File: config.mk
export PLATFORM = sky130hd
export DESIGN_NAME = axi_stream_extract_header_flat
export DESIGN_NICKNAME = d
export VERILOG_FILES = /design/src/rtl/axi_stream_extract_header_if.sv /design/src/rtl/axi_stream_extract_header.sv /design/src/flat_wrapper.sv
export SDC_FILE = /design/constraint.sdc
export NUM_CORES = 1
export LEC_CHECK = 0
export CORE_ASPECT_RATIO = 2
export CORE_MARGIN = 3
export CORE_UTILIZATION = 55
export DETAILED_ROUTE_END_ITERATION = 12
export GPL_TIMING_DRIVEN = 0
export MAX_ROUTING_LAYER = met4
export PLACE_DENSITY_LB_ADDON = 0.05
export SETUP_SLACK_MARGIN = 0.1
export SYNTH_ARGS = -nofsm -noshare
export SYNTH_HDL_FRONTEND = slang
export SYNTH_SLANG_ARGS = --single-unit
File: constraint.sdc
create_clock -name clk -period 9.61 [get_ports clk]
set_input_delay 0.961 -clock clk [delete_from_list [all_inputs] [get_ports clk]]
set_output_delay 0.961 -clock clk [all_outputs]
set_load 0.05 [all_outputs]
File: src/rtl/axi_stream_extract_header_if.sv
// Handshake bundle for the header extractor: input stream, payload stream and header channel.
interface axi_stream_extract_header_if #(
  parameter int DATA_WD      = 32,
  parameter int DATA_BYTE_WD = DATA_WD / 8,
  parameter int BYTE_CNT_WD  = $clog2(DATA_BYTE_WD)
);
  logic                    valid_in;
  logic [DATA_WD-1:0]      data_in;
  logic [DATA_BYTE_WD-1:0] keep_in;
  logic                    last_in;
  logic                    ready_in;
  logic [BYTE_CNT_WD:0]    byte_extract_cnt;

  logic                    valid_out;
  logic [DATA_WD-1:0]      data_out;
  logic [DATA_BYTE_WD-1:0] keep_out;
  logic                    last_out;
  logic                    ready_out;

  logic                    valid_header;
  logic [DATA_WD-1:0]      header_out;
  logic [DATA_BYTE_WD-1:0] keep_header;
  logic                    ready_header;
  logic                    short_pkt;

  modport slave (
    input  valid_in, data_in, keep_in, last_in, byte_extract_cnt, ready_out, ready_header,
    output ready_in, valid_out, data_out, keep_out, last_out,
           valid_header, header_out, keep_header, short_pkt
  );

  modport master (
    output valid_in, data_in, keep_in, last_in, byte_extract_cnt, ready_out, ready_header,
    input  ready_in, valid_out, data_out, keep_out, last_out,
           valid_header, header_out, keep_header, short_pkt
  );
endinterface

File: src/rtl/axi_stream_extract_header.sv
// Strips an N-byte header off each AXI-Stream packet and re-aligns the payload to the MSB lane.
// state   | meaning
// S_HDR   | waiting for first beat; captures header and initial residue
// S_BODY  | splicing residue with the top N bytes of each following beat
// S_FLUSH | emitting the trailing residue as the final payload beat
module axi_stream_extract_header #(
  parameter int DATA_WD      = 32,
  parameter int DATA_BYTE_WD = DATA_WD / 8,
  parameter int BYTE_CNT_WD  = $clog2(DATA_BYTE_WD)
) (
  input logic clk,
  input logic rst,
  axi_stream_extract_header_if.slave bus
);
  localparam logic [BYTE_CNT_WD:0] W_CNT = (BYTE_CNT_WD + 1)'(DATA_BYTE_WD);

  typedef enum logic [1:0] {S_HDR, S_BODY, S_FLUSH} state_t;

  state_t                  state;
  logic [BYTE_CNT_WD:0]    n_q, rc_q;
  logic [DATA_WD-1:0]      res_q;
  logic                    valid_out_q, last_out_q, valid_header_q, short_pkt_q;
  logic [DATA_WD-1:0]      data_out_q, header_q;
  logic [DATA_BYTE_WD-1:0] keep_out_q, keep_header_q;

  logic [BYTE_CNT_WD:0]    n_in, n_cur, k_in, rc_next, k_min, body_cnt;
  logic [BYTE_CNT_WD+3:0]  sh_n, sh_wn;
  logic [DATA_WD-1:0]      keep_bits, data_m;
  logic                    ready_in_c, in_fire;

  function automatic logic [BYTE_CNT_WD:0] ones(input logic [DATA_BYTE_WD-1:0] v);
    ones = '0;
    for (int i = 0; i < DATA_BYTE_WD; i++) ones = ones + {{BYTE_CNT_WD{1'b0}}, v[i]};
  endfunction

  function automatic logic [DATA_BYTE_WD-1:0] lmask(input logic [BYTE_CNT_WD:0] c);
    lmask = ~({DATA_BYTE_WD{1'b1}} >> c);
  endfunction

  always_comb begin
    n_in     = (bus.byte_extract_cnt > W_CNT) ? W_CNT : bus.byte_extract_cnt;
    n_cur    = (state == S_HDR) ? n_in : n_q;
    k_in     = ones(bus.keep_in);
    rc_next  = (k_in > n_cur) ? k_in - n_cur : '0;
    k_min    = (k_in < n_cur) ? k_in : n_cur;
    body_cnt = (W_CNT - n_cur) + k_min;
    sh_n     = {n_cur, 3'b000};
    sh_wn    = {W_CNT - n_cur, 3'b000};
    keep_bits = '0;
    for (int i = 0; i < DATA_BYTE_WD; i++) keep_bits[8*i +: 8] = {8{bus.keep_in[i]}};
    // bytes outside keep are forced to zero so padding never leaks into header or payload
    data_m = bus.data_in & keep_bits;
    case (state)
      S_HDR:   ready_in_c = !valid_header_q || bus.ready_header;
      S_BODY:  ready_in_c = !valid_out_q || bus.ready_out;
      default: ready_in_c = 1'b0;
    endcase
    in_fire = bus.valid_in && ready_in_c;
  end

  always_ff @(posedge clk or posedge rst) begin
    if (rst) begin
      state          <= S_HDR;
      n_q            <= '0;
      rc_q           <= '0;
      res_q          <= '0;
      valid_out_q    <= 1'b0;
      data_out_q     <= '0;
      keep_out_q     <= '0;
      last_out_q     <= 1'b0;
      valid_header_q <= 1'b0;
      header_q       <= '0;
      keep_header_q  <= '0;
      short_pkt_q    <= 1'b0;
    end else begin
      short_pkt_q <= 1'b0;
      if (valid_header_q && bus.ready_header) valid_header_q <= 1'b0;
      if (valid_out_q && bus.ready_out) valid_out_q <= 1'b0;
      case (state)
        S_HDR: if (in_fire) begin
          n_q            <= n_in;
          header_q       <= data_m >> sh_wn;
          keep_header_q  <= bus.keep_in >> (W_CNT - n_in);
          valid_header_q <= 1'b1;
          res_q          <= data_m << sh_n;
          rc_q           <= rc_next;
          if (!bus.last_in)   state <= S_BODY;
          else if (k_in > n_in) state <= S_FLUSH;
          else if (k_in < n_in) short_pkt_q <= 1'b1;
        end
        S_BODY: if (in_fire) begin
          valid_out_q <= 1'b1;
          data_out_q  <= res_q | (data_m >> sh_wn);
          keep_out_q  <= lmask(body_cnt);
          res_q       <= data_m << sh_n;
          rc_q        <= rc_next;
          last_out_q  <= 1'b0;
          if (bus.last_in) begin
            if (rc_next != '0) state <= S_FLUSH;
            else begin
              last_out_q <= 1'b1;
              state      <= S_HDR;
            end
          end
        end
        default: if (!valid_out_q || bus.ready_out) begin
          valid_out_q <= 1'b1;
          data_out_q  <= res_q;
          keep_out_q  <= lmask(rc_q);
          last_out_q  <= 1'b1;
          state       <= S_HDR;
        end
      endcase
    end
  end

  assign bus.ready_in     = ready_in_c;
  assign bus.valid_out    = valid_out_q;
  assign bus.data_out     = data_out_q;
  assign bus.keep_out     = keep_out_q;
  assign bus.last_out     = last_out_q;
  assign bus.valid_header = valid_header_q;
  assign bus.header_out   = header_q;
  assign bus.keep_header  = keep_header_q;
  assign bus.short_pkt    = short_pkt_q;
endmodule

File: src/flat_wrapper.sv
// flat-port wrapper written by rule: the top's interface ports become plain ports
module axi_stream_extract_header_flat 
#(
  parameter int DATA_WD      = 32,
  parameter int DATA_BYTE_WD = DATA_WD / 8,
  parameter int BYTE_CNT_WD  = $clog2(DATA_BYTE_WD)
)
  (clk, rst, bus_valid_in, bus_data_in, bus_keep_in, bus_last_in, bus_byte_extract_cnt, bus_ready_out, bus_ready_header, bus_ready_in, bus_valid_out, bus_data_out, bus_keep_out, bus_last_out, bus_valid_header, bus_header_out, bus_keep_header, bus_short_pkt);
  axi_stream_extract_header_if #(.DATA_WD(DATA_WD), .DATA_BYTE_WD(DATA_BYTE_WD), .BYTE_CNT_WD(BYTE_CNT_WD)) bus_i ();
  input logic clk;
  input logic rst;
  input wire logic [$bits(bus_i.valid_in)-1:0] bus_valid_in;
  input wire logic [$bits(bus_i.data_in)-1:0] bus_data_in;
  input wire logic [$bits(bus_i.keep_in)-1:0] bus_keep_in;
  input wire logic [$bits(bus_i.last_in)-1:0] bus_last_in;
  input wire logic [$bits(bus_i.byte_extract_cnt)-1:0] bus_byte_extract_cnt;
  input wire logic [$bits(bus_i.ready_out)-1:0] bus_ready_out;
  input wire logic [$bits(bus_i.ready_header)-1:0] bus_ready_header;
  output wire logic [$bits(bus_i.ready_in)-1:0] bus_ready_in;
  output wire logic [$bits(bus_i.valid_out)-1:0] bus_valid_out;
  output wire logic [$bits(bus_i.data_out)-1:0] bus_data_out;
  output wire logic [$bits(bus_i.keep_out)-1:0] bus_keep_out;
  output wire logic [$bits(bus_i.last_out)-1:0] bus_last_out;
  output wire logic [$bits(bus_i.valid_header)-1:0] bus_valid_header;
  output wire logic [$bits(bus_i.header_out)-1:0] bus_header_out;
  output wire logic [$bits(bus_i.keep_header)-1:0] bus_keep_header;
  output wire logic [$bits(bus_i.short_pkt)-1:0] bus_short_pkt;
  assign bus_i.valid_in = bus_valid_in;
  assign bus_i.data_in = bus_data_in;
  assign bus_i.keep_in = bus_keep_in;
  assign bus_i.last_in = bus_last_in;
  assign bus_i.byte_extract_cnt = bus_byte_extract_cnt;
  assign bus_i.ready_out = bus_ready_out;
  assign bus_i.ready_header = bus_ready_header;
  assign bus_ready_in = bus_i.ready_in;
  assign bus_valid_out = bus_i.valid_out;
  assign bus_data_out = bus_i.data_out;
  assign bus_keep_out = bus_i.keep_out;
  assign bus_last_out = bus_i.last_out;
  assign bus_valid_header = bus_i.valid_header;
  assign bus_header_out = bus_i.header_out;
  assign bus_keep_header = bus_i.keep_header;
  assign bus_short_pkt = bus_i.short_pkt;
  axi_stream_extract_header #(.DATA_WD(DATA_WD), .DATA_BYTE_WD(DATA_BYTE_WD), .BYTE_CNT_WD(BYTE_CNT_WD)) u_core (.clk(clk), .rst(rst), .bus(bus_i));
endmodule
# Yosys cells after proc, flatten, opt, wreduce, memory -nomap -nowiden

Index checks and enable logic that the tools add are counted.

Flip-flop bits (word level): 116
Logic and storage cells: 91
Bits in latches: 0
Output and inout port bits: 77
Memory bits (read-only): 0
Input port bits: 45
Memories kept: 0
RAM bits: 0

Div/mod/pow operators: 0
Shift-type cells: 5
Equal/unequal tests: 5
Reductions and logical operators: 16
Mux-type cells: 36
Bitwise gates (word level): 5
$lt $le $gt $ge: 5
$mul: 0
Add/sub/neg operators: 7

Operators by type and width:

| operator              | number |
|---|---|
| $mux W32              | 2 |
| $pmux W32 S2          | 1 |
| $and A32 B32 Y32      | 1 |
| $or A32 B32 Y32       | 1 |
| $shl A32 B6 Y32       | 1 |
| $shr A32 B6 Y32       | 1 |
| $mux W1               | 15 |
| $mux W2               | 7 |
| $mux W3               | 4 |
| $mux W4               | 2 |
| $not A4 Y4            | 2 |
| $pmux W4 S2           | 1 |
| $shr A4 B3 Y4 const A | 2 |
| $add A3 B1 Y3         | 2 |
| $gt A3 B3 Y1          | 2 |
| $lt A3 B3 Y1          | 2 |
| $pmux W1 S2           | 3 |
| $reduce_bool A3 Y1    | 2 |
| $sub A3 B3 Y3 const A | 2 |
| $reduce_and A5 Y1     | 1 |
| $ne A2 B1 Y1 const B  | 2 |
| $pmux W2 S2           | 1 |
| $reduce_and A2 Y1     | 2 |
| $shr A4 B3 Y4         | 1 |
| 15 further kinds      | 19 |

# Logic depth before layout (Yosys ltp)

Depth in word-level cells: 10
Mapped depth: 18
Depth with buffers taken out: 16

# Worst setup path before layout

OpenSTA, ideal clock, no wires.

Kind: input-to-reg
From: input port bus_keep_in[3]
To: register u_core.keep_out_q[0] (netlist: u_core.bus.keep_out[0])
Arrival: 4.587 ns
Required time: 9.528 ns
Buffers on the path: 4
Library setup time: 0.082 ns
Stages on the path: 18
Setup slack: 4.941 ns
Cells stage by stage: clkbuf_1 clkbuf_1 clkbuf_1 inv_1 fa_1 inv_1 ha_1 clkbuf_1 a21boi_1 nor2_1 o21ai_0 mux2i_1 ha_1 fa_1 xnor2_1 xnor2_1 nand2_1 a31oi_1

Longest elaborated chain between the ends: 8

Ends and longest elaborated chain:

| what                   | RTL line                         | RTL |
|---|---|---|
| start: declaration     | flat_wrapper.sv:14               | `input wire logic [$bits(bus_i.keep_in)-1:0] bus_keep_in;` |
| $add A3 B1 Y3 *        | axi_stream_extract_header.sv:33  | `for (int i = 0; i < DATA_BYTE_WD; i++) ones = ones + {{BYTE_CNT_WD{1'b0}}, v[i]};` |
| $lt A3 B3 Y1           | axi_stream_extract_header.sv:45  | `k_min = (k_in < n_cur) ? k_in : n_cur;` |
| $mux W3 *              | axi_stream_extract_header.sv:45  |  |
| $add A3 B3 Y3 *        | axi_stream_extract_header.sv:46  | `body_cnt = (W_CNT - n_cur) + k_min;` |
| $shr A4 B3 Y4 *        | axi_stream_extract_header.sv:37  | `lmask = ~({DATA_BYTE_WD{1'b1}} >> c);` |
| $not A4 Y4 *           | axi_stream_extract_header.sv:37  |  |
| $mux W4 *              | axi_stream_extract_header.sv:91  | `S_BODY: if (in_fire) begin` |
| $pmux W4 S2 *          | axi_stream_extract_header.sv:79  | `case (state)` |
| end signal: assignment | axi_stream_extract_header.sv:94  | `keep_out_q <= lmask(body_cnt);` |
| end signal: assignment | axi_stream_extract_header.sv:109 | `keep_out_q <= lmask(rc_q);` |
| end: declaration       | axi_stream_extract_header.sv:24  | `logic [DATA_BYTE_WD-1:0] keep_out_q, keep_header_q;` |

Mark *: on every way between the ends. The rest lies on a longest branch, timed or not. The select of a mux whose other input is x is not followed.
A chain may end at the register's enable or synchronous reset.

# Worst setup path after layout

From: input port bus_keep_in[3]
To: register u_core.keep_out_q[1] (netlist: u_core.bus.keep_out[1])

Same word-level chain as after synthesis.

==> results.md <==
- Synth Cell Area: 6390 µm²
- Routability cong.: 1.01
- WL final: 23.8 mm
- Register area: 2900 µm²
- # Post-CTS Setup Buffers: 0
- Period utilization: 0.592
- Multi-input gate area: 3110 µm²
- Via density: 6.47
- Share of flip-flops with an asynchronous set or reset: 1.00
- Clock Pin Slew Worst Setup and Hold Paths: 0.06 ns
- Final setup vio count: 0
- Detailed Routing Iterations Pass 1: 6
- Critical Path RT: 9.94 ns
- Switching share of power: 0.502
- Setup crit end: u_core.bus.keep_out[1]$_DFFE_PP0P_
- Clk sink count: 116
- GRT Total Usage: 0.388
- Status: completed
- Synth warn: 0
- Arr. time, crit path: 6.02 ns
- IO buf count: 119
- Latest clock arrival within the worst-skew pair: 0.41 ns
- Final instance area: 8380 µm²
- Number of synthesized flops with an enable pin: 0
- Post-CTS Hold Buffers: 0
- CTS max path bufs: 2
- Avg Cell Area, Syn: 9.62 µm²
- Slew margin rel.: 0.353
- Min-Delay Path Class: flip-flop to flip-flop
- Metal3 WL: 1.22 mm
- Ranking of synthesized cells by area: dfrtp_1 (45%), a21oi_1 (4.2%), nand2_1 (3.5%)
- Initial antenna violation count: 0
- Count leader, synth: dfrtp_1
- Vias: 6,203
- Die Y: 158 µm
- Leakage power: 3.57 nW
- Wire per inst: 24.9 µm
- Inserted Clock Buffers: 17
- Total gr overflow: 0
- Post-CTS sizing: 0
- Met2 wire length: 12.4 mm
- TritonCTS clock tree: built
- Reg2reg path depth: 16
- R2r setup slk: 5.56 ns
- Crit Path Category: input pin to flip-flop
- Iter 0 DRT Violations: 565
- Clock Skew: 0.00919 ns
- Fraction of layout instances using a drive strength above 1: 0.127
- FMAX: 176 MHz
- Final Max Slew Viols: 0
- Post-synthesis sequential area ratio: 0.454
- Seq cells post-synth: 116
- Filler Cell Count: 823
- Row cnt: 55
- Reg-to-reg startpoint: u_core.state[0]$_DFFE_PP0P_
- First-pass GRT wire length: 35.7 mm
- Max H-tree Level: 4
- Crit path max fanout: 10
- RSZ-0062 raised after global routing: false
- Post-layout util: 0.738
- Max_cap viols: 0
- Syn_nets: 719
- Vias in the first global route: 6,566
- Worst setup EP type: flip-flop
- Worst VDD drop: 0.000262 V
- Sw power: 1.86 mW
- Largest net degree at the start of global routing: 74
- Remaining antenna violation count: 0
- Distinct cell type count after synthesis: 61
- Die ar.: 13,000 µm²
- Post-synth top area share: 0.454
- Area grow syn2layout: 31.2%
- Num ports: 122
- Combinational share of power: 0.597
- Post-Synthesis Cells: 664
- R2R Path End: u_core.bus.keep_out[1]$_DFFE_PP0P_
- Setup TNS: 0 ns
- Final Hold Fails: 0
- P_int: 1.84 mW
- Most frequent cells after synthesis: dfrtp_1 (116), nand2_1 (60), nor2_1 (57)
- Worst Tran Pin Value: 0.946 ns
- Initial core utilization: 0.563
- Most used DFF post-synth: dfrtp_1
- M1 WL: 8.09 mm
- Net count, final: 858
- Pwr/cell area: 442 nW/µm²
- Die Wd: 82.2 µm
- # diodes: 0
- Tmin final: 5.69 ns
- CP startpoint: bus_keep_in[3]
- Sequential Power Share: 0.229
- DP Wirelength: 17.9 mm
- Clock root buffer: clkbuf_16
- Core Area: 11,400 µm²
- Startpoint Class: input pin
- Clk pwr share: 0.174
- Area leader, netlist: dfrtp_1
- DP Area: 7790 µm²
- Post-route DRC: 0
- Top Metal Used: met4
-- worst max-delay path, cell delays in order --
cell and delay [ns]:
clkbuf_1 0.36, clkbuf_1 0.49, clkbuf_1 0.56, inv_1 0.18, fa_1 0.42, inv_1 0.08
ha_1 0.19, inv_1 0.13, nor3_1 0.54, a21oi_1 0.08, o21ai_0 0.44, mux2i_1 0.15
ha_1 0.22, fa_1 0.38, xnor2_1 0.15, xnor2_1 0.33, nand2_1 0.14, a31oi_1 0.21
-- worst min-delay path by stage --
stage,from,end,slack [ns],depth (start not counted)
global placement,u_core.bus.header_out[20]$_DFFE_PP0P_,u_core.bus.header_out[20]$_DFFE_PP0P_,0.46,2
detailed placement,u_core.bus.header_out[13]$_DFFE_PP0P_,u_core.bus.header_out[13]$_DFFE_PP0P_,0.47,1
floorplan,u_core.n_q[1]$_DFFE_PP0P_,u_core.n_q[1]$_DFFE_PP0P_,0.45,2
global route,u_core.bus.header_out[13]$_DFFE_PP0P_,u_core.bus.header_out[13]$_DFFE_PP0P_,0.49,1
finish,u_core.bus.header_out[23]$_DFFE_PP0P_,u_core.bus.header_out[23]$_DFFE_PP0P_,0.48,2
CTS,u_core.bus.header_out[13]$_DFFE_PP0P_,u_core.bus.header_out[13]$_DFFE_PP0P_,0.48,1
-- per-layer routing --
layer,global-route usage,vias up
met2,0.644,314
met4,0.314,0
li1,-,2727
met3,0.0612,129
met5,-,-
met1,0.389,3033
-- cell families (layout without fill, tap and decap cells) --
logic type | count (synthesis) | after routing | synth area share
buffers and inverters | 76 | 228 | 0.0590
adders and majority gates | 10 | 10 | 0.0219
xor gates and xnor gates | 6 | 6 | 0.00823
and+or+nand+nor | 201 | 201 | 0.162
AOI/OAI and AO/OA | 234 | 234 | 0.257
muxes | 21 | 21 | 0.0378
DFF | 116 | 116 | 0.454
-- area by class of cell --
cell class | count | share of cell area
plain buffers | 54 | 0.0351
clock buffers | 19 | 0.0517
clock inverters | 13 | 0.0190
inverters | 22 | 0.0102
multi-input cells | 472 | 0.371
flip-flops and latches | 116 | 0.346
well taps | 142 | 0.0212
repair buffers | 120 | 0.145
-- flip-flops by register name (all words and copies together), names as in the netlist, 2 cells and up --
signal / cells
u_core.bus.data_out: 32
u_core.res_q: 32
u_core.bus.keep_header: 4
u_core.rc_q: 3
u_core.n_q: 3
u_core.state: 2
u_core.bus.keep_out: 4
u_core.bus.header_out: 32
-- cells in the final DEF (no fill, tap or decap), types with 8 or more instances in the layout --
cell | synthesis | layout
nor2b_1 | 8 | 8
nand3_1 | 13 | 13
o21ai_0 | 30 | 30
nand2_1 | 60 | 60
dfrtp_1 | 116 | 116
inv_1 | 21 | 20
a22o_1 | 16 | 16
ha_1 | 8 | 8
clkdlybuf4s50_1 | 0 | 119
a2111oi_0 | 8 | 8
clkbuf_1 | 26 | 28
mux2_2 | 17 | 17
a21o_1 | 8 | 8
a32o_1 | 17 | 17
o31ai_1 | 21 | 21
nor2_1 | 57 | 57
or3_1 | 9 | 9
nand3b_1 | 8 | 8
nor3_2 | 8 | 8
buf_6 | 9 | 9
a31oi_1 | 20 | 20
o22a_1 | 8 | 8
a21oi_1 | 54 | 54
o21bai_1 | 8 | 8
o21ai_1 | 11 | 11
nor3_1 | 17 | 17
buf_2 | 13 | 13
clkbuf_16 | 0 | 17
o22ai_1 | 11 | 11
-- per-stage QoR --
stage	instances	worst slack (ns)	power [mW]	hold slack, ns
6_report	958	3.92	3.70	0.476
2_1_floorplan	664	4.94	2.30	0.449
3_3_place_gp	925	3.64	2.94	0.460
4_1_cts	958	4.01	3.67	0.478
3_5_place_dp	926	3.62	3.01	0.466
5_1_grt	958	3.60	3.86	0.489
-- power by group through the flow --
stage / clock [mW] / combinational [mW] / sequential [mW]
final: 0.643 / 2.21 / 0.849
after global routing: 0.663 / 2.33 / 0.865
after CTS: 0.639 / 2.19 / 0.843
after detailed placement: 0 / 2.17 / 0.846
after global placement: 0 / 2.12 / 0.827
after floorplan: 0 / 0.974 / 1.33
(Power assumes the default switching activity.)
